==> src/rtl/rand_draw_arbiter.sv <==
// Round-robin arbiter sharing one 13-bit Fibonacci LFSR among requesters.
// Each draw is range-limited by mask-and-reject with a bounded fallback.
module rand_draw_arbiter #(
  parameter int               NUM_REQ   = 4,
  parameter int               WIDTH     = 13,
  parameter int               SHIFTS    = 13,
  parameter logic [WIDTH-1:0] SEED      = 13'h1FFF,
  parameter int               MAX_RETRY = 7,
  localparam int              OW = (NUM_REQ > 1) ? $clog2(NUM_REQ) : 1
) (
  input  logic                     clock,
  input  logic                     reset,
  input  logic [NUM_REQ-1:0]       req,
  input  logic [NUM_REQ*WIDTH-1:0] limit_in,
  output logic [NUM_REQ-1:0]       ack,
  output logic [WIDTH-1:0]         rnd_out,
  output logic                     rnd_valid,
  output logic                     busy,
  output logic [OW-1:0]            owner
);

  localparam int CW = $clog2(SHIFTS + 1);
  localparam logic [WIDTH-1:0] SEED_EFF =
    (SEED == '0) ? '1 : SEED;
  localparam logic [CW-1:0] LAST_SHIFT = CW'(SHIFTS - 1);
  localparam logic [3:0] RETRY_LIM = 4'(MAX_RETRY);
  localparam logic [OW:0] NREQ = (OW + 1)'(NUM_REQ);
  localparam logic [OW-1:0] LAST_REQ = OW'(NUM_REQ - 1);

  typedef enum logic [1:0] {
    IDLE,
    SHIFT,
    CHECK,
    DELIVER
  } state_t;

  state_t           state_q;
  logic [WIDTH-1:0] lfsr_q;
  logic [WIDTH-1:0] limit_q;
  logic [OW-1:0]    rr_q;
  logic [CW-1:0]    cnt_q;
  logic [3:0]       retry_q;

  logic [2*NUM_REQ-1:0] dbl_d;
  logic [OW:0]          sum_d;
  logic                 gnt_found_d;
  logic [OW-1:0]        gnt_idx_d;
  logic [WIDTH-1:0]     gnt_lim_d;
  logic [WIDTH-1:0]     mask_d;
  logic [WIDTH-1:0]     cand_d;
  logic                 fb_d;

  assign fb_d   = lfsr_q[12] ^ lfsr_q[3] ^ lfsr_q[2] ^ lfsr_q[0];
  assign cand_d = lfsr_q & mask_d;

  // Rotate so the rr pointer sits at bit 0; lowest set bit wins.
  always_comb begin
    dbl_d       = {req, req} >> rr_q;
    gnt_found_d = 1'b0;
    sum_d       = '0;
    for (int i = NUM_REQ - 1; i >= 0; i--) begin
      if (dbl_d[i]) begin
        gnt_found_d = 1'b1;
        sum_d       = {1'b0, rr_q} + (OW + 1)'(i);
      end
    end
    if (sum_d >= NREQ) begin
      sum_d = sum_d - NREQ;
    end
    gnt_idx_d = sum_d[OW-1:0];
  end

  always_comb begin
    gnt_lim_d = '0;
    for (int i = 0; i < NUM_REQ; i++) begin
      if (gnt_idx_d == OW'(i)) begin
        gnt_lim_d = limit_in[i*WIDTH +: WIDTH];
      end
    end
  end

  // Smear the limit downward: smallest 2^k-1 covering it.
  always_comb begin
    mask_d = limit_q;
    for (int s = 1; s < WIDTH; s = s * 2) begin
      mask_d = mask_d | (mask_d >> s);
    end
  end

  always_ff @(posedge clock) begin
    if (!reset) begin
      state_q   <= IDLE;
      lfsr_q    <= SEED_EFF;
      limit_q   <= '0;
      rr_q      <= '0;
      cnt_q     <= '0;
      retry_q   <= '0;
      ack       <= '0;
      rnd_out   <= '0;
      rnd_valid <= 1'b0;
      busy      <= 1'b0;
      owner     <= '0;
    end else begin
      ack       <= '0;
      rnd_valid <= 1'b0;
      unique case (state_q)
        IDLE: begin
          if (gnt_found_d) begin
            owner   <= gnt_idx_d;
            limit_q <= gnt_lim_d;
            cnt_q   <= '0;
            retry_q <= '0;
            busy    <= 1'b1;
            state_q <= SHIFT;
          end
        end
        SHIFT: begin
          lfsr_q <= {lfsr_q[WIDTH-2:0], fb_d};
          cnt_q  <= cnt_q + 1'b1;
          if (cnt_q == LAST_SHIFT) begin
            state_q <= CHECK;
          end
        end
        CHECK: begin
          if (cand_d <= limit_q) begin
            rnd_out   <= cand_d;
            rnd_valid <= 1'b1;
            ack       <= NUM_REQ'(1) << owner;
            state_q   <= DELIVER;
          end else if (retry_q != RETRY_LIM) begin
            retry_q <= retry_q + 1'b1;
            cnt_q   <= '0;
            state_q <= SHIFT;
          end else begin
            rnd_out   <= cand_d - limit_q - 1'b1;
            rnd_valid <= 1'b1;
            ack       <= NUM_REQ'(1) << owner;
            state_q   <= DELIVER;
          end
        end
        DELIVER: begin
          busy    <= 1'b0;
          rr_q    <= (owner == LAST_REQ) ? '0 : owner + 1'b1;
          state_q <= IDLE;
        end
        default: state_q <= IDLE;
      endcase
    end
  end

endmodule

==> config.mk <==
export PLATFORM = sky130hd
export DESIGN_NAME = rand_draw_arbiter
export DESIGN_NICKNAME = d
export VERILOG_FILES = /design/src/rtl/rand_draw_arbiter.sv
export SDC_FILE = /design/constraint.sdc
export NUM_CORES = 1
export LEC_CHECK = 0
export CAP_MARGIN = 25
export CELL_PAD_IN_SITES_DETAIL_PLACEMENT = 0
export CELL_PAD_IN_SITES_GLOBAL_PLACEMENT = 2
export CORE_MARGIN = 1
export CORE_UTILIZATION = 30
export DETAILED_ROUTE_END_ITERATION = 8
export PLACE_DENSITY = 0.81
export SYNTH_ARGS = -nofsm -noshare
export SYNTH_HDL_FRONTEND = slang
export SYNTH_SLANG_ARGS = --single-unit
==> constraint.sdc <==
create_clock -name clock -period 7.8 [get_ports clock]
set_input_delay 1.56 -clock clock [delete_from_list [all_inputs] [get_ports clock]]
set_output_delay 1.56 -clock clock [all_outputs]
set_load 0.02 [all_outputs]
# Yosys cells after proc, flatten, opt, wreduce, memory -nomap -nowiden
# Cells that the tools add are included.
[op_classes]
add_sub_neg = 9
multipliers = 0
n_div = 0
magnitude_cmp = 2
eq_ne = 14
shifts = 2
mux = 34
n_bitwise = 8
n_reduce_logical = 12
[op_table]
columns = ["cell", "count"]
rows = [
  ["$mux W13", 6],
  ["$mux W4", 7],
  ["$and A13 B13 Y13", 1],
  ["$le A13 B13 Y1", 1],
  ["$or A13 B11 Y13", 1],
  ["$or A13 B12 Y13", 1],
  ["$or A13 B5 Y13", 1],
  ["$or A13 B9 Y13", 1],
  ["$sub A13 B1 Y13 const B", 1],
  ["$sub A13 B13 Y13", 1],
  ["$mux W2", 6],
  ["$mux W3", 4],
  ["$pmux W4 S3", 1],
  ["$eq A2 B2 Y1 const B", 5],
  ["$ne A2 B2 Y1 const B", 5],
  ["$reduce_and A2 Y1", 5],
  ["$add A4 B1 Y4 const B", 2],
  ["$pmux W2 S4", 1],
  ["$pmux W4 S2", 1],
  ["$reduce_and A4 Y1", 2],
  ["$shr A8 B2 Y4", 1],
  ["$mux W1", 7],
  ["$add A2 B2 Y3 const B", 2],
  ["$eq A2 B1 Y1 const B", 2],
  ["12 further kinds", 16],
]
[totals]
regBits = 59
latchBits = 0
ramBits = 0
romBits = 0
out_inout_bits = 21
word_cells = 92
mem_count = 0

# Logic depth before layout (Yosys ltp)
# Gate-level depths: netlist (run 1).
[depth]
depth_word = 12
ltp_mapped = 13

# Worst setup path before layout (run 1)
# No wires, ideal clock.
[synth_path]
kind = "flip-flop to flip-flop"
start = "register limit_q[9]"
end = "register rnd_out[11]"
setup_time_ns = 0.086
arrival_ns = 3.073
slack_ns = 4.642
stages_incl_launch_ff = 12
path_buffers = 0
period_less_slack_ns = 3.158
path_cell_list = "dfxtp_1 -> nor4_2 -> nand4_1 -> o41ai_1 -> inv_1 -> ha_1 -> a21o_1 -> a2111oi_0 -> nor2_1 -> o32ai_1 -> xor2_1 -> a211oi_1"
[synth_between]
elab_chain_len = 9
[synth_lines]
columns = ["element", "line_no", "source"]
rows = [
  ["start: declaration", "39", "logic [WIDTH-1:0] limit_q;"],
  ["start signal: assignment", "110", "limit_q <= gnt_lim_d;"],
  ["$or A13 B12 Y13", "86", "mask_d = mask_d | (mask_d >> s);"],
  ["$or A13 B11 Y13", "86", ""],
  ["$or A13 B9 Y13", "86", ""],
  ["$or A13 B5 Y13", "86", ""],
  ["$and A13 B13 Y13", "54", "assign cand_d = lfsr_q & mask_d;"],
  ["$sub A13 B13 Y13", "135", "rnd_out <= cand_d - limit_q - 1'b1;"],
  ["$sub A13 B1 Y13", "135", ""],
  ["$mux W13", "130", "end else if (retry_q != RETRY_LIM) begin"],
  ["$mux W13", "125", "if (cand_d <= limit_q) begin"],
  ["end signal: assignment", "126", "rnd_out <= cand_d;"],
  ["end signal: assignment", "135", ""],
  ["end: declaration", "16", "output logic [WIDTH-1:0] rnd_out,"],
]
# Several ways; a longest one is shown, not always the timed one. The select of a mux whose other input is x is not followed.
# A chain may end at the register's enable or synchronous reset.

# Final worst setup path (run 1)
[layout_path]
start = "register limit_q[9]"
end = "register rnd_out[12]"
# The elaborated chain is that of the path after synthesis.

==> metrics.txt, run 1 <==
# TYPE chip_impl_metric gauge
chip_impl_info{name="outcome",value="finished clean"} 1
chip_impl_metric{name="critical_path_arrival",unit="ns"} 4.02
chip_impl_metric{name="holdBufCountCts",unit=""} 0
chip_impl_metric{name="initial_antenna_violation_count",unit=""} 0
chip_impl_metric{name="finalWorstPathRequiredPeriod",unit="ns"} 3.79
chip_impl_metric{name="overflow_left_after_global_routing",unit=""} 0
chip_impl_metric{name="port_buffer_cells",unit=""} 78
chip_impl_metric{name="grt_util_met1",unit="%"} 23.4
chip_impl_metric{name="synth_cells",unit=""} 452
chip_impl_metric{name="drt_drc_violations_left",unit=""} 0
chip_impl_metric{name="num_rows",unit=""} 40
chip_impl_metric{name="postCtsSetupBuffers",unit=""} 0
chip_impl_metric{name="worst-path-max-fanout",unit=""} 11
chip_impl_info{name="worstSetupPathType",value="reg -> reg"} 1
chip_impl_metric{name="clock_power_share",unit="%"} 37.3
chip_impl_metric{name="stdcell_count",unit=""} 698
chip_impl_metric{name="power.net_switching",unit="W"} 0.000368
chip_impl_metric{name="ctsLongestPathBuffers",unit=""} 2
chip_impl_metric{name="cts.sinks",unit=""} 59
chip_impl_metric{name="relative_max_transition_margin",unit="%"} 36.9
chip_impl_metric{name="worst_r2r_path_cells",unit=""} 11
chip_impl_metric{name="worst_hold_path.num_cells",unit=""} 2
chip_impl_metric{name="effective_utilization_at_floorplan",unit="%"} 31.4
chip_impl_metric{name="avgViaCountPerCell",unit=""} 5.09
chip_impl_info{name="tritoncts",value="built"} 1
chip_impl_metric{name="tightest_slew",unit="ns"} 0.940
chip_impl_info{name="hold-path-endpoint",value="busy"} 1
chip_impl_metric{name="min_period_over_period",unit="%"} 48.6
chip_impl_info{name="rsz0062_at_grt",value="no"} 1
chip_impl_info{name="endpoint_kind_of_the_worst_setup_timing_path",value="register"} 1
chip_impl_metric{name="combinationalPowerShare",unit="%"} 32.7
chip_impl_metric{name="synth.ff_latch_count",unit=""} 59
chip_impl_metric{name="cts_made_buffers",unit=""} 9
chip_impl_metric{name="post_synth.cell_area_avg",unit="um^2"} 8.48
chip_impl_info{name="hold_path_class",value="reg -> reg"} 1
chip_impl_metric{name="antenna_cells",unit=""} 0
chip_impl_metric{name="grt_max_degree",unit=""} 32
chip_impl_info{name="reg2reg_from",value="limit_q[9]"} 1
chip_impl_metric{name="postSynth.asyncResetShare",unit="%"} 0
chip_impl_metric{name="timing.setup.tns",unit="ns"} 0
chip_impl_metric{name="timing.final.max_slew_violations",unit=""} 0
chip_impl_metric{name="gpl.final_weighted_congestion",unit=""} 0.841
chip_impl_metric{name="maximum_clock_frequency",unit="MHz"} 264
chip_impl_metric{name="p_total",unit="W"} 0.00112
chip_impl_metric{name="hpwlAfterDp",unit="um"} 8120
chip_impl_metric{name="total_number_of_nets_in_the_final_design",unit=""} 605
chip_impl_metric{name="fp.coreArea",unit="um^2"} 12200
chip_impl_info{name="crit-reg2reg-capture",value="rnd_out[12]"} 1
chip_impl_metric{name="power-per-cell-area",unit="nW/um^2"} 220
chip_impl_metric{name="synth.distinct_cells",unit=""} 68
chip_impl_metric{name="reg2reg_slack",unit="ns"} 4.01
chip_impl_metric{name="leakagePower",unit="nW"} 1.98
chip_impl_metric{name="die-width",unit="um"} 115
chip_impl_metric{name="vias",unit=""} 3555
chip_impl_metric{name="area_of_the_die",unit="um^2"} 13200
chip_impl_metric{name="synth_sequential_area_ratio",unit="%"} 30.8
chip_impl_info{name="hold_path.startpoint",value="busy"} 1
chip_impl_metric{name="floorplan.io_pins",unit=""} 79
chip_impl_metric{name="cts.repair.resized",unit=""} 0
chip_impl_metric{name="cell_internal_power",unit="W"} 0.000750
chip_impl_info{name="cp_startpoint_kind",value="register"} 1
chip_impl_metric{name="wirelength",unit="um"} 10500
chip_impl_info{name="cts_root_buf",value="sky130_fd_sc_hd__clkbuf_16"} 1
chip_impl_metric{name="cap_viol_max_count",unit=""} 0
chip_impl_metric{name="sequentialPowerShare",unit="%"} 30.0
chip_impl_metric{name="clock_tree.htree_level_count",unit=""} 3
chip_impl_info{name="yosys_most_used_dff",value="sky130_fd_sc_hd__dfxtp_1"} 1
chip_impl_metric{name="yosys_warnings",unit=""} 0
chip_impl_metric{name="netSwitchingFraction",unit="%"} 32.9
chip_impl_metric{name="wl_per_cell",unit="um"} 15.0
chip_impl_metric{name="final_layout_size_suffix_gt1_share",unit="%"} 7.74
chip_impl_metric{name="grt_util_met2",unit="%"} 25.7
chip_impl_metric{name="floorplan.die.height",unit="um"} 115
chip_impl_metric{name="hold_vio_cnt_final",unit=""} 0
chip_impl_metric{name="synth.net_count",unit=""} 531
chip_impl_metric{name="critical_path_required_time",unit="ns"} 8.02
chip_impl_metric{name="insertion_delay",unit="ns"} 0.33
chip_impl_metric{name="post_synth_instance_area",unit="um^2"} 3830
chip_impl_metric{name="clk_transition_reported_paths",unit="ns"} 0.05
chip_impl_info{name="top_usage_layer",value="met2"} 1
chip_impl_metric{name="clock_skew",unit="ns"} 0.00717
chip_impl_metric{name="timing.final.setup_violations",unit=""} 0
chip_impl_metric{name="ir_drop",unit="mV"} 0.112
chip_impl_metric{name="dpl.cell_count",unit=""} 683
chip_impl_metric{name="gr-usage-all-layers",unit="%"} 16.8
chip_impl_metric{name="firstDrtPassIters",unit=""} 5
chip_impl_metric{name="count_of_flip_flops_with_a_built_in_enable_after_synthesis",unit=""} 0
chip_impl_metric{name="grt_pass1_vias",unit=""} 3337
chip_impl_metric{name="area_delta_synth_final",unit="%"} 32.5
chip_impl_metric{name="grt_first_pass_wirelength",unit="um"} 17100
chip_impl_metric{name="final_antenna_net_count",unit=""} 0
chip_impl_metric{name="drt_first_iter_violations",unit=""} 207
chip_impl_metric{name="gr-usage-met3",unit="%"} 2.48
[worst max-delay path, cell delays in order, from the launching register on]
cell and delay, ns:
sky130_fd_sc_hd__dfxtp_1 0.33, sky130_fd_sc_hd__nor4_2 0.44, sky130_fd_sc_hd__nand4_1 0.33, sky130_fd_sc_hd__o41ai_1 0.63
sky130_fd_sc_hd__inv_1 0.09, sky130_fd_sc_hd__ha_1 0.31, sky130_fd_sc_hd__nand2_1 0.10, sky130_fd_sc_hd__o41ai_4 0.34
sky130_fd_sc_hd__nor2_1 0.12, sky130_fd_sc_hd__o21ai_1 0.52, sky130_fd_sc_hd__a31oi_1 0.26, sky130_fd_sc_hd__o221a_2 0.20
[power by group through the flow]
stage                     Clock [W]  Combinational, W  Sequential [W]
after floorplan                   0          0.000272        0.000335
after global routing       0.000438          0.000408        0.000338
after detailed placement          0          0.000364        0.000342
final                      0.000417          0.000366        0.000336
after CTS                  0.000425          0.000366        0.000335
after global placement            0          0.000368        0.000341
[sequential cells by signal, summed over array words and instances (netlist names)]
signal     flops
owner          2
busy           1
rnd_valid      1
rnd_out       13
rr_q           2
limit_q       13
ack            4
state_q        2
lfsr_q        13
retry_q        4
cnt_q          4
[Yosys cell counts, types with 4 or more instances]
cell	number	area, um^2
sky130_fd_sc_hd__buf_4	4	30.0
sky130_fd_sc_hd__a22o_1	13	114
sky130_fd_sc_hd__a31oi_1	7	43.8
sky130_fd_sc_hd__nor2b_1	6	37.5
sky130_fd_sc_hd__and2_1	5	31.3
sky130_fd_sc_hd__nor3_1	13	65.1
sky130_fd_sc_hd__dfxtp_1	59	1180
sky130_fd_sc_hd__xor2_1	6	52.6
sky130_fd_sc_hd__o21ai_0	11	55.1
sky130_fd_sc_hd__nand2b_1	6	37.5
sky130_fd_sc_hd__nand2_1	48	180
sky130_fd_sc_hd__clkbuf_1	9	33.8
sky130_fd_sc_hd__o21a_1	8	60.1
sky130_fd_sc_hd__a211oi_1	8	60.1
sky130_fd_sc_hd__ha_1	20	250
sky130_fd_sc_hd__inv_1	25	93.8
sky130_fd_sc_hd__nand3_1	23	115
sky130_fd_sc_hd__xnor2_1	4	35.0
sky130_fd_sc_hd__nor2_1	29	109
sky130_fd_sc_hd__and3_1	7	43.8
sky130_fd_sc_hd__mux2i_1	42	420
sky130_fd_sc_hd__a21oi_1	20	100
sky130_fd_sc_hd__or3_1	6	37.5
[logic make-up after synthesis]
kind of cell | Yosys count | synth area share, %
flops | 59 | 30.8
xor+xnor | 10 | 2.28
simple gates | 163 | 21.4
compound gates | 109 | 21.4
fa+ha+maj | 21 | 7.05
mux | 43 | 11.3
buf+inv | 47 | 5.71
[per-stage QoR]
stage,worst slack (ns),instance area (um^2),util (%),hold slack [ns]
finish,4.01,5080,41.6,0.460
global route,3.54,5080,41.6,0.487
CTS,3.97,5080,41.6,0.464
detailed placement,3.72,4770,39.0,0.456
global placement,3.82,4770,39.0,0.447
floorplan,4.64,3830,-,0.429
[final cells by class]
type / count / area (um^2)
well taps: 168 / 210
repair buffers: 84 / 826
clock inverters: 1 / 30.0
clock buffers: 14 / 284
multi-input cells: 346 / 2450
fillers: 1253 / 7130
flip-flops and latches: 59 / 1180
inverters: 26 / 97.6
[worst max-delay path by stage]
| stage | slack (ns) | cells past startpoint | to | startpoint |
|---|---|---|---|---|
| floorplan | 4.64 | 11 | rnd_out[11] | limit_q[9] |
| global placement | 3.82 | 5 | limit_q[12] | reset |
| detailed placement | 3.72 | 5 | limit_q[12] | reset |
| CTS | 3.97 | 11 | rnd_out[11] | limit_q[9] |
| global route | 3.54 | 11 | rnd_out[11] | limit_q[9] |
| finish | 4.01 | 11 | rnd_out[12] | limit_q[9] |
[placed cells by master (no fill, tap or decap), types with 3 or more instances in the layout]
cell / netlist / final
sky130_fd_sc_hd__a211oi_1: 8 / 8
sky130_fd_sc_hd__ha_1: 20 / 20
sky130_fd_sc_hd__buf_4: 4 / 6
sky130_fd_sc_hd__a21oi_1: 20 / 20
sky130_fd_sc_hd__nor3_1: 13 / 13
sky130_fd_sc_hd__nor2b_1: 6 / 6
sky130_fd_sc_hd__a31oi_1: 7 / 7
sky130_fd_sc_hd__xnor2_1: 4 / 4
sky130_fd_sc_hd__nor2_1: 29 / 29
sky130_fd_sc_hd__xor2_1: 6 / 6
sky130_fd_sc_hd__o22ai_1: 3 / 3
sky130_fd_sc_hd__clkbuf_8: 1 / 4
sky130_fd_sc_hd__and2_1: 5 / 5
sky130_fd_sc_hd__clkbuf_16: 0 / 9
sky130_fd_sc_hd__dfxtp_1: 59 / 59
sky130_fd_sc_hd__nand3_1: 23 / 23
sky130_fd_sc_hd__o221ai_1: 3 / 3
sky130_fd_sc_hd__or3_2: 3 / 3
sky130_fd_sc_hd__mux2i_1: 42 / 42
sky130_fd_sc_hd__nand2b_1: 6 / 6
sky130_fd_sc_hd__a2111oi_0: 3 / 3
sky130_fd_sc_hd__o2111a_1: 3 / 3
sky130_fd_sc_hd__and3_1: 7 / 7
sky130_fd_sc_hd__or3_1: 6 / 6
sky130_fd_sc_hd__or4_1: 3 / 3
sky130_fd_sc_hd__o21a_1: 8 / 8
sky130_fd_sc_hd__nand2_1: 48 / 48
sky130_fd_sc_hd__o21ai_0: 11 / 11
sky130_fd_sc_hd__clkdlybuf4s50_1: 0 / 78
sky130_fd_sc_hd__nand4_1: 3 / 3
sky130_fd_sc_hd__inv_1: 25 / 25
sky130_fd_sc_hd__a22o_1: 13 / 13
[per-layer routing]
layer	up-vias	wire length, um	share of wire [%]
met5	-	0	0
met4	0	192	1.8
met2	118	4450	43
met1	1612	5270	50
met3	12	558	5.3
li1	1813	-	-
No activity file was read; power rests on OpenSTA's default activity.
==> run 2: changes to the inputs <==
--- a/config.mk
+++ b/config.mk
@@ -9,9 +9,9 @@
 export CELL_PAD_IN_SITES_DETAIL_PLACEMENT = 0
 export CELL_PAD_IN_SITES_GLOBAL_PLACEMENT = 2
 export CORE_MARGIN = 1
-export CORE_UTILIZATION = 30
+export CORE_UTILIZATION = 28
 export DETAILED_ROUTE_END_ITERATION = 8
-export PLACE_DENSITY = 0.81
+export PLACE_DENSITY = 0.8
 export SYNTH_ARGS = -nofsm -noshare
 export SYNTH_HDL_FRONTEND = slang
 export SYNTH_SLANG_ARGS = --single-unit
==> constraint.sdc (replaced) <==
create_clock -name clock -period 3.1 [get_ports clock]
set_input_delay 0.62 -clock clock [delete_from_list [all_inputs] [get_ports clock]]
set_output_delay 0.62 -clock clock [all_outputs]
set_load 0.02 [all_outputs]
==> run 2 against run 1 <==
Core utilization grew 1.1 points. Die area grew 7.0%. Critical path type unchanged. Sequential power grew to 2.5 times the previous value. Wire length grew 5.0%. Largest cell class unchanged. Fmax grew 28%. Cell count grew 7.2%.
==> metrics.txt, run 2 (synthesized netlist as in run 1, its figures left out) <==
# TYPE chip_impl_metric gauge
chip_impl_info{name="outcome",value="finished clean"} 1
chip_impl_metric{name="fp.coreArea",unit="um^2"} 13300
chip_impl_info{name="cts_root_buf",value="sky130_fd_sc_hd__clkbuf_16"} 1
chip_impl_metric{name="ir_drop",unit="mV"} 0.296
chip_impl_metric{name="timing.final.max_slew_violations",unit=""} 0
chip_impl_metric{name="gr-usage-all-layers",unit="%"} 15.4
chip_impl_metric{name="final_layout_size_suffix_gt1_share",unit="%"} 19.4
chip_impl_metric{name="post_layout_inst_area",unit="um^2"} 5680
chip_impl_metric{name="cts_made_buffers",unit=""} 9
chip_impl_metric{name="hpwlAfterDp",unit="um"} 8410
chip_impl_metric{name="cap_viol_max_count",unit=""} 0
chip_impl_info{name="hold_path_class",value="reg -> reg"} 1
chip_impl_metric{name="firstDrtPassIters",unit=""} 4
chip_impl_metric{name="clock_tree.htree_level_count",unit=""} 3
chip_impl_metric{name="cts.sinks",unit=""} 59
chip_impl_metric{name="grt_pass1_vias",unit=""} 3530
chip_impl_metric{name="critical_path_arrival",unit="ns"} 3.19
chip_impl_metric{name="grt_first_pass_wirelength",unit="um"} 17400
chip_impl_metric{name="post_dp_area",unit="um^2"} 5070
chip_impl_metric{name="maximum_clock_frequency",unit="MHz"} 337
chip_impl_info{name="cp_startpoint_kind",value="register"} 1
chip_impl_info{name="layout_common_cells",value="sky130_fd_sc_hd__clkdlybuf4s50_1 (78), sky130_fd_sc_hd__dfxtp_1 (59), sky130_fd_sc_hd__nand2_1 (46), sky130_fd_sc_hd__buf_4 (46), sky130_fd_sc_hd__mux2i_1 (42)"} 1
chip_impl_metric{name="hold_vio_cnt_final",unit=""} 0
chip_impl_metric{name="final_antenna_net_count",unit=""} 0
chip_impl_metric{name="vias",unit=""} 3713
chip_impl_metric{name="critical_path_required_time",unit="ns"} 3.33
chip_impl_metric{name="clk_transition_reported_paths",unit="ns"} 0.06
chip_impl_metric{name="total_number_of_nets_in_the_final_design",unit=""} 646
chip_impl_metric{name="wirelength",unit="um"} 11000
chip_impl_metric{name="finalWorstPathRequiredPeriod",unit="ns"} 2.96
chip_impl_metric{name="ctsLongestPathBuffers",unit=""} 2
chip_impl_metric{name="drt_drc_violations_left",unit=""} 0
chip_impl_info{name="worstSetupPathType",value="reg -> reg"} 1
chip_impl_metric{name="clock_skew",unit="ns"} 0.00770
chip_impl_metric{name="p_total",unit="W"} 0.00330
chip_impl_metric{name="power-per-cell-area",unit="nW/um^2"} 582
chip_impl_metric{name="area_of_the_die",unit="um^2"} 14200
chip_impl_metric{name="gpl.final_weighted_congestion",unit=""} 0.854
chip_impl_metric{name="area_delta_synth_final",unit="%"} 48.1
chip_impl_info{name="critPathLaunch",value="limit_q[12]"} 1
chip_impl_metric{name="wl_per_cell",unit="um"} 14.7
chip_impl_metric{name="num_rows",unit=""} 42
chip_impl_metric{name="avgViaCountPerCell",unit=""} 4.96
chip_impl_info{name="endpoint_kind_of_the_worst_setup_timing_path",value="register"} 1
chip_impl_metric{name="port_buffer_cells",unit=""} 78
chip_impl_metric{name="relative_max_transition_margin",unit="%"} 49.9
chip_impl_metric{name="insertion_delay",unit="ns"} 0.33
chip_impl_metric{name="grt_max_degree",unit=""} 31
chip_impl_metric{name="min_period_over_period",unit="%"} 95.6
chip_impl_metric{name="floorplan.io_pins",unit=""} 79
chip_impl_info{name="reg2reg_from",value="limit_q[12]"} 1
chip_impl_metric{name="tightest_slew",unit="ns"} 0.748
chip_impl_metric{name="effective_utilization_at_floorplan",unit="%"} 28.8
chip_impl_metric{name="timing.final.setup_violations",unit=""} 0
chip_impl_metric{name="leakagePower",unit="nW"} 2.25
chip_impl_info{name="hold_path.startpoint",value="busy"} 1
chip_impl_metric{name="drt_first_iter_violations",unit=""} 178
chip_impl_info{name="final_common_cell",value="sky130_fd_sc_hd__clkdlybuf4s50_1"} 1
chip_impl_info{name="layout_top_registers",value="lfsr_q (13), limit_q (13), rnd_out (13)"} 1
chip_impl_metric{name="overflow_left_after_global_routing",unit=""} 0
chip_impl_info{name="tritoncts",value="built"} 1
chip_impl_metric{name="worst-path-max-fanout",unit=""} 4
chip_impl_metric{name="die-width",unit="um"} 119
chip_impl_metric{name="initial_antenna_violation_count",unit=""} 0
chip_impl_metric{name="antenna_cells",unit=""} 0
chip_impl_metric{name="floorplan.die.height",unit="um"} 119
==> run 2: repair_timing <==
item                                    CTS  global route
setup buffers                             1             3
hold buffers                              0             0
pin swaps                                 1            17
endpoints found under the setup margin   26            24
gates resized for setup                   8            34
==> run 2: routing by layer <==
| metal | wire, um | vias up | global-route usage (%) |
|---|---|---|---|
| li1 | - | 1890 | - |
| met1 | 5490 | 1705 | 20.9 |
| met2 | 4830 | 102 | 23.6 |
| met3 | 450 | 16 | 3.07 |
| met4 | 238 | 0 | 6.17 |
| met5 | 0 | - | 0 |
==> run 2: power by group <==
part	internal [W]	leakage, nW	switching, W
combinational	0.000638	1.60	0.000666
clock	0.000807	0.163	0.000351
sequential	0.000799	0.482	0.0000425
total	0.00224	2.25	0.00106
==> run 2: critical path: stages (launching register included) <==
cell and delay [ns]:
sky130_fd_sc_hd__dfxtp_1 0.33, sky130_fd_sc_hd__nor4_4 0.30, sky130_fd_sc_hd__buf_4 0.17, sky130_fd_sc_hd__nand2_1 0.06, sky130_fd_sc_hd__and2_1 0.20, sky130_fd_sc_hd__ha_1 0.35, sky130_fd_sc_hd__o21ai_1 0.14, sky130_fd_sc_hd__o21ai_2 0.24
sky130_fd_sc_hd__a211oi_2 0.07, sky130_fd_sc_hd__buf_4 0.17, sky130_fd_sc_hd__buf_4 0.15, sky130_fd_sc_hd__a21boi_4 0.19, sky130_fd_sc_hd__nor2_2 0.07, sky130_fd_sc_hd__buf_4 0.16, sky130_fd_sc_hd__o221a_2 0.26
==> run 2: cell type report <==
| cell class | count | area (um^2) |
|---|---|---|
| Multi-Input combinational cell | 346 | 2690 |
| Clock inverter | 4 | 97.6 |
| Tap cell | 176 | 220 |
| Fill cell | 1309 | 7620 |
| Sequential cell | 59 | 1180 |
| Clock buffer | 12 | 246 |
| Timing Repair Buffer | 125 | 1150 |
| Inverter | 26 | 97.6 |
==> run 2: worst paths after layout <==
path,to,slack (ns),cells after the start
max,rnd_out[10],0.14,14
min,busy,0.46,2
max reg2reg,rnd_out[10],0.14,14
min reg2reg,busy,0.46,2
==> run 2: per-stage QoR <==
stage                     hold WS (ns)  util, %  std cells  setup TNS (ns)  setup WS [ns]
after global routing             0.480     42.7        748         -0.0143        -0.0143
after detailed placement         0.463     38.1        728           -1.13         -0.119
final                            0.464     42.7        748               0          0.136
after global placement           0.453     38.1        728          -0.174        -0.0632
after floorplan                  0.429        -        452               0         0.0187
after CTS                        0.469     41.0        745               0         0.0129
==> run 3: changes to the inputs <==
--- a/config.mk
+++ b/config.mk
@@ -12,6 +12,7 @@
 export CORE_UTILIZATION = 28
 export DETAILED_ROUTE_END_ITERATION = 8
 export PLACE_DENSITY = 0.8
+export REMOVE_ABC_BUFFERS = 1
 export SYNTH_ARGS = -nofsm -noshare
 export SYNTH_HDL_FRONTEND = slang
 export SYNTH_SLANG_ARGS = --single-unit
==> run 3 against run 2 <==
Combinational power up 6%. Register-to-register slack worse by 0.05 ns. Largest cell class unchanged. Sequential share of layout area down 0.35 points. Global-route usage up 1.3 points. Die area unchanged. First-iteration DRC count up 2.8%.
==> metrics.txt, run 3 (synthesized netlist as in run 1, its figures left out) <==
# TYPE chip_impl_metric gauge
chip_impl_metric{name="maximum_clock_frequency",unit="MHz"} 332
chip_impl_metric{name="timing.final.max_slew_violations",unit=""} 0
chip_impl_metric{name="critical_path_required_time",unit="ns"} 3.37
chip_impl_metric{name="worst-path-max-fanout",unit=""} 4
chip_impl_info{name="final_common_cell",value="sky130_fd_sc_hd__clkdlybuf4s50_1"} 1
chip_impl_info{name="worstSetupPathType",value="reg -> reg"} 1
chip_impl_info{name="cp_startpoint_kind",value="register"} 1
chip_impl_metric{name="gpl.final_weighted_congestion",unit=""} 0.875
chip_impl_metric{name="relative_max_transition_margin",unit="%"} 44.7
chip_impl_info{name="layout_top_registers",value="lfsr_q (13), limit_q (13), rnd_out (13)"} 1
chip_impl_metric{name="post-route-worst-setup-slack",unit="ns"} 0.0877
chip_impl_info{name="hold_path_class",value="reg -> reg"} 1
chip_impl_metric{name="grt_max_degree",unit=""} 31
chip_impl_metric{name="area_delta_synth_final",unit="%"} 50.8
chip_impl_metric{name="port_buffer_cells",unit=""} 78
chip_impl_metric{name="floorplan.io_pins",unit=""} 79
chip_impl_metric{name="firstDrtPassIters",unit=""} 4
chip_impl_metric{name="ctsLongestPathBuffers",unit=""} 2
chip_impl_info{name="layout_common_cells",value="sky130_fd_sc_hd__clkdlybuf4s50_1 (78), sky130_fd_sc_hd__buf_4 (60), sky130_fd_sc_hd__dfxtp_1 (58)"} 1
chip_impl_info{name="critPathTopFamily",value="compound AO/OA/AOI/OAI gates"} 1
chip_impl_metric{name="post_dp_area",unit="um^2"} 5140
chip_impl_metric{name="clock_skew",unit="ns"} 0.00678
chip_impl_metric{name="final.fill_count",unit=""} 1323
chip_impl_metric{name="timing.final.setup_violations",unit=""} 0
chip_impl_metric{name="vias",unit=""} 3826
chip_impl_metric{name="insertion_delay",unit="ns"} 0.33
chip_impl_metric{name="critical_path_arrival",unit="ns"} 3.28
chip_impl_metric{name="p_total",unit="W"} 0.00339
chip_impl_metric{name="leakagePower",unit="nW"} 2.31
chip_impl_metric{name="reg2reg_slack",unit="ns"} 0.09
chip_impl_metric{name="tightest_slew",unit="ns"} 0.827
chip_impl_metric{name="finalWorstPathRequiredPeriod",unit="ns"} 3.01
chip_impl_metric{name="total_number_of_nets_in_the_final_design",unit=""} 661
chip_impl_metric{name="floorplan.die.height",unit="um"} 119
chip_impl_info{name="crit_path_cell_trace",value="nor4_4 > buf_4 > nand2_1 > o21a_1 > ha_1 > o21ai_1 > o21ai_1 > buf_4 > a211oi_4 > buf_4 > buf_4 > a211oi_1 > a31oi_1 > o211a_1"} 1
chip_impl_metric{name="cts.sinks",unit=""} 59
chip_impl_metric{name="wirelength",unit="um"} 11700
chip_impl_metric{name="hpwlAfterDp",unit="um"} 9000
chip_impl_metric{name="min_period_over_period",unit="%"} 97.2
chip_impl_metric{name="die-width",unit="um"} 119
chip_impl_metric{name="final_antenna_net_count",unit=""} 0
chip_impl_metric{name="dpl.cell_count",unit=""} 738
chip_impl_metric{name="drt_first_iter_violations",unit=""} 183
chip_impl_metric{name="drt_drc_violations_left",unit=""} 0
chip_impl_metric{name="initial_antenna_violation_count",unit=""} 0
chip_impl_info{name="tritoncts",value="built"} 1
chip_impl_metric{name="ir_drop",unit="mV"} 0.270
chip_impl_info{name="cts_root_buf",value="sky130_fd_sc_hd__clkbuf_16"} 1
chip_impl_metric{name="max_stage_delay",unit="ns"} 0.37
chip_impl_metric{name="cp.buffers_inverters",unit=""} 4
chip_impl_metric{name="power-per-cell-area",unit="nW/um^2"} 586
chip_impl_metric{name="num_rows",unit=""} 42
chip_impl_metric{name="effective_utilization_at_floorplan",unit="%"} 28.8
chip_impl_info{name="path_common_cell",value="sky130_fd_sc_hd__buf_4"} 1
chip_impl_metric{name="clock_tree.htree_level_count",unit=""} 3
chip_impl_metric{name="gr-usage-all-layers",unit="%"} 16.7
chip_impl_metric{name="antenna_cells",unit=""} 0
chip_impl_metric{name="hold_vio_cnt_final",unit=""} 0
chip_impl_metric{name="pre_cts_slack",unit="ns"} -0.114
chip_impl_info{name="crit_path_top_delay_cell",value="sky130_fd_sc_hd__ha_1"} 1
chip_impl_metric{name="avgViaCountPerCell",unit=""} 5.01
chip_impl_metric{name="post_layout_inst_area",unit="um^2"} 5780
chip_impl_metric{name="area_of_the_die",unit="um^2"} 14200
chip_impl_metric{name="overflow_left_after_global_routing",unit=""} 0
chip_impl_metric{name="cts_made_buffers",unit=""} 9
chip_impl_metric{name="grt_first_pass_wirelength",unit="um"} 18700
chip_impl_metric{name="stdcell_count",unit=""} 763
chip_impl_metric{name="wl_per_cell",unit="um"} 15.4
chip_impl_metric{name="grt_pass1_vias",unit=""} 3748
chip_impl_metric{name="clk_transition_reported_paths",unit="ns"} 0.05
chip_impl_info{name="endpoint_kind_of_the_worst_setup_timing_path",value="register"} 1
chip_impl_info{name="rsz0062_at_grt",value="yes"} 1
chip_impl_metric{name="cap_viol_max_count",unit=""} 0
chip_impl_metric{name="timing.setup.tns",unit="ns"} 0
chip_impl_info{name="outcome",value="finished clean"} 1
chip_impl_metric{name="final_layout_size_suffix_gt1_share",unit="%"} 21.0
chip_impl_metric{name="fp.coreArea",unit="um^2"} 13300
==> run 3: repair_timing <==
action,CTS,global route
cloned,0,1
setup endpoints to repair,17,27
setup buffers,1,7
pin swaps,3,20
hold buffers,0,0
gates resized for setup,15,26
==> run 3: worst paths after layout <==
check                                   to  cells past startpoint         from
worst max-delay path            rnd_out[1]                     14  limit_q[12]
worst min-delay path                  busy                      2         busy
worst max register to register  rnd_out[1]                     14  limit_q[12]
worst min register to register        busy                      2         busy
==> run 3: stage by stage <==
| stage | hold slack [ns] | utilization, % |
|---|---|---|
| after floorplan | 0.429 | - |
| after global placement | 0.452 | 38.7 |
| after detailed placement | 0.459 | 38.7 |
| after CTS | 0.468 | 41.9 |
| after global routing | 0.484 | 43.5 |
| final | 0.460 | 43.5 |
==> run 3: routing by layer <==
metal,vias to the layer above,track usage [%],wire length (um)
li1,1928,-,-
met1,1788,21.8,5660
met2,96,27.7,5460
met3,14,2.68,375
met4,0,5.93,238
met5,-,0,0
==> run 3: cell type report <==
class	instances	area [um^2]	share of cell area [%]
Sequential cell	59	1180	20.5
Timing Repair Buffer	139	1250	21.6
Clock inverter	4	97.6	1.69
Clock buffer	12	246	4.26
Inverter	26	97.6	1.69
Tap cell	176	220	3.81
Multi-Input combinational cell	347	2690	46.5
==> run 3: worst min-delay path: cells and delay by family (launching register included) <==
family          cells  cell delay (ns)
compound gates      1             0.05
flops               1             0.31
simple gates        1             0.05
==> run 3: power by group <==
group	internal, W	switching [W]	leakage, nW
combinational	0.000676	0.000707	1.67
clock	0.000808	0.000357	0.163
sequential	0.000799	0.0000403	0.482
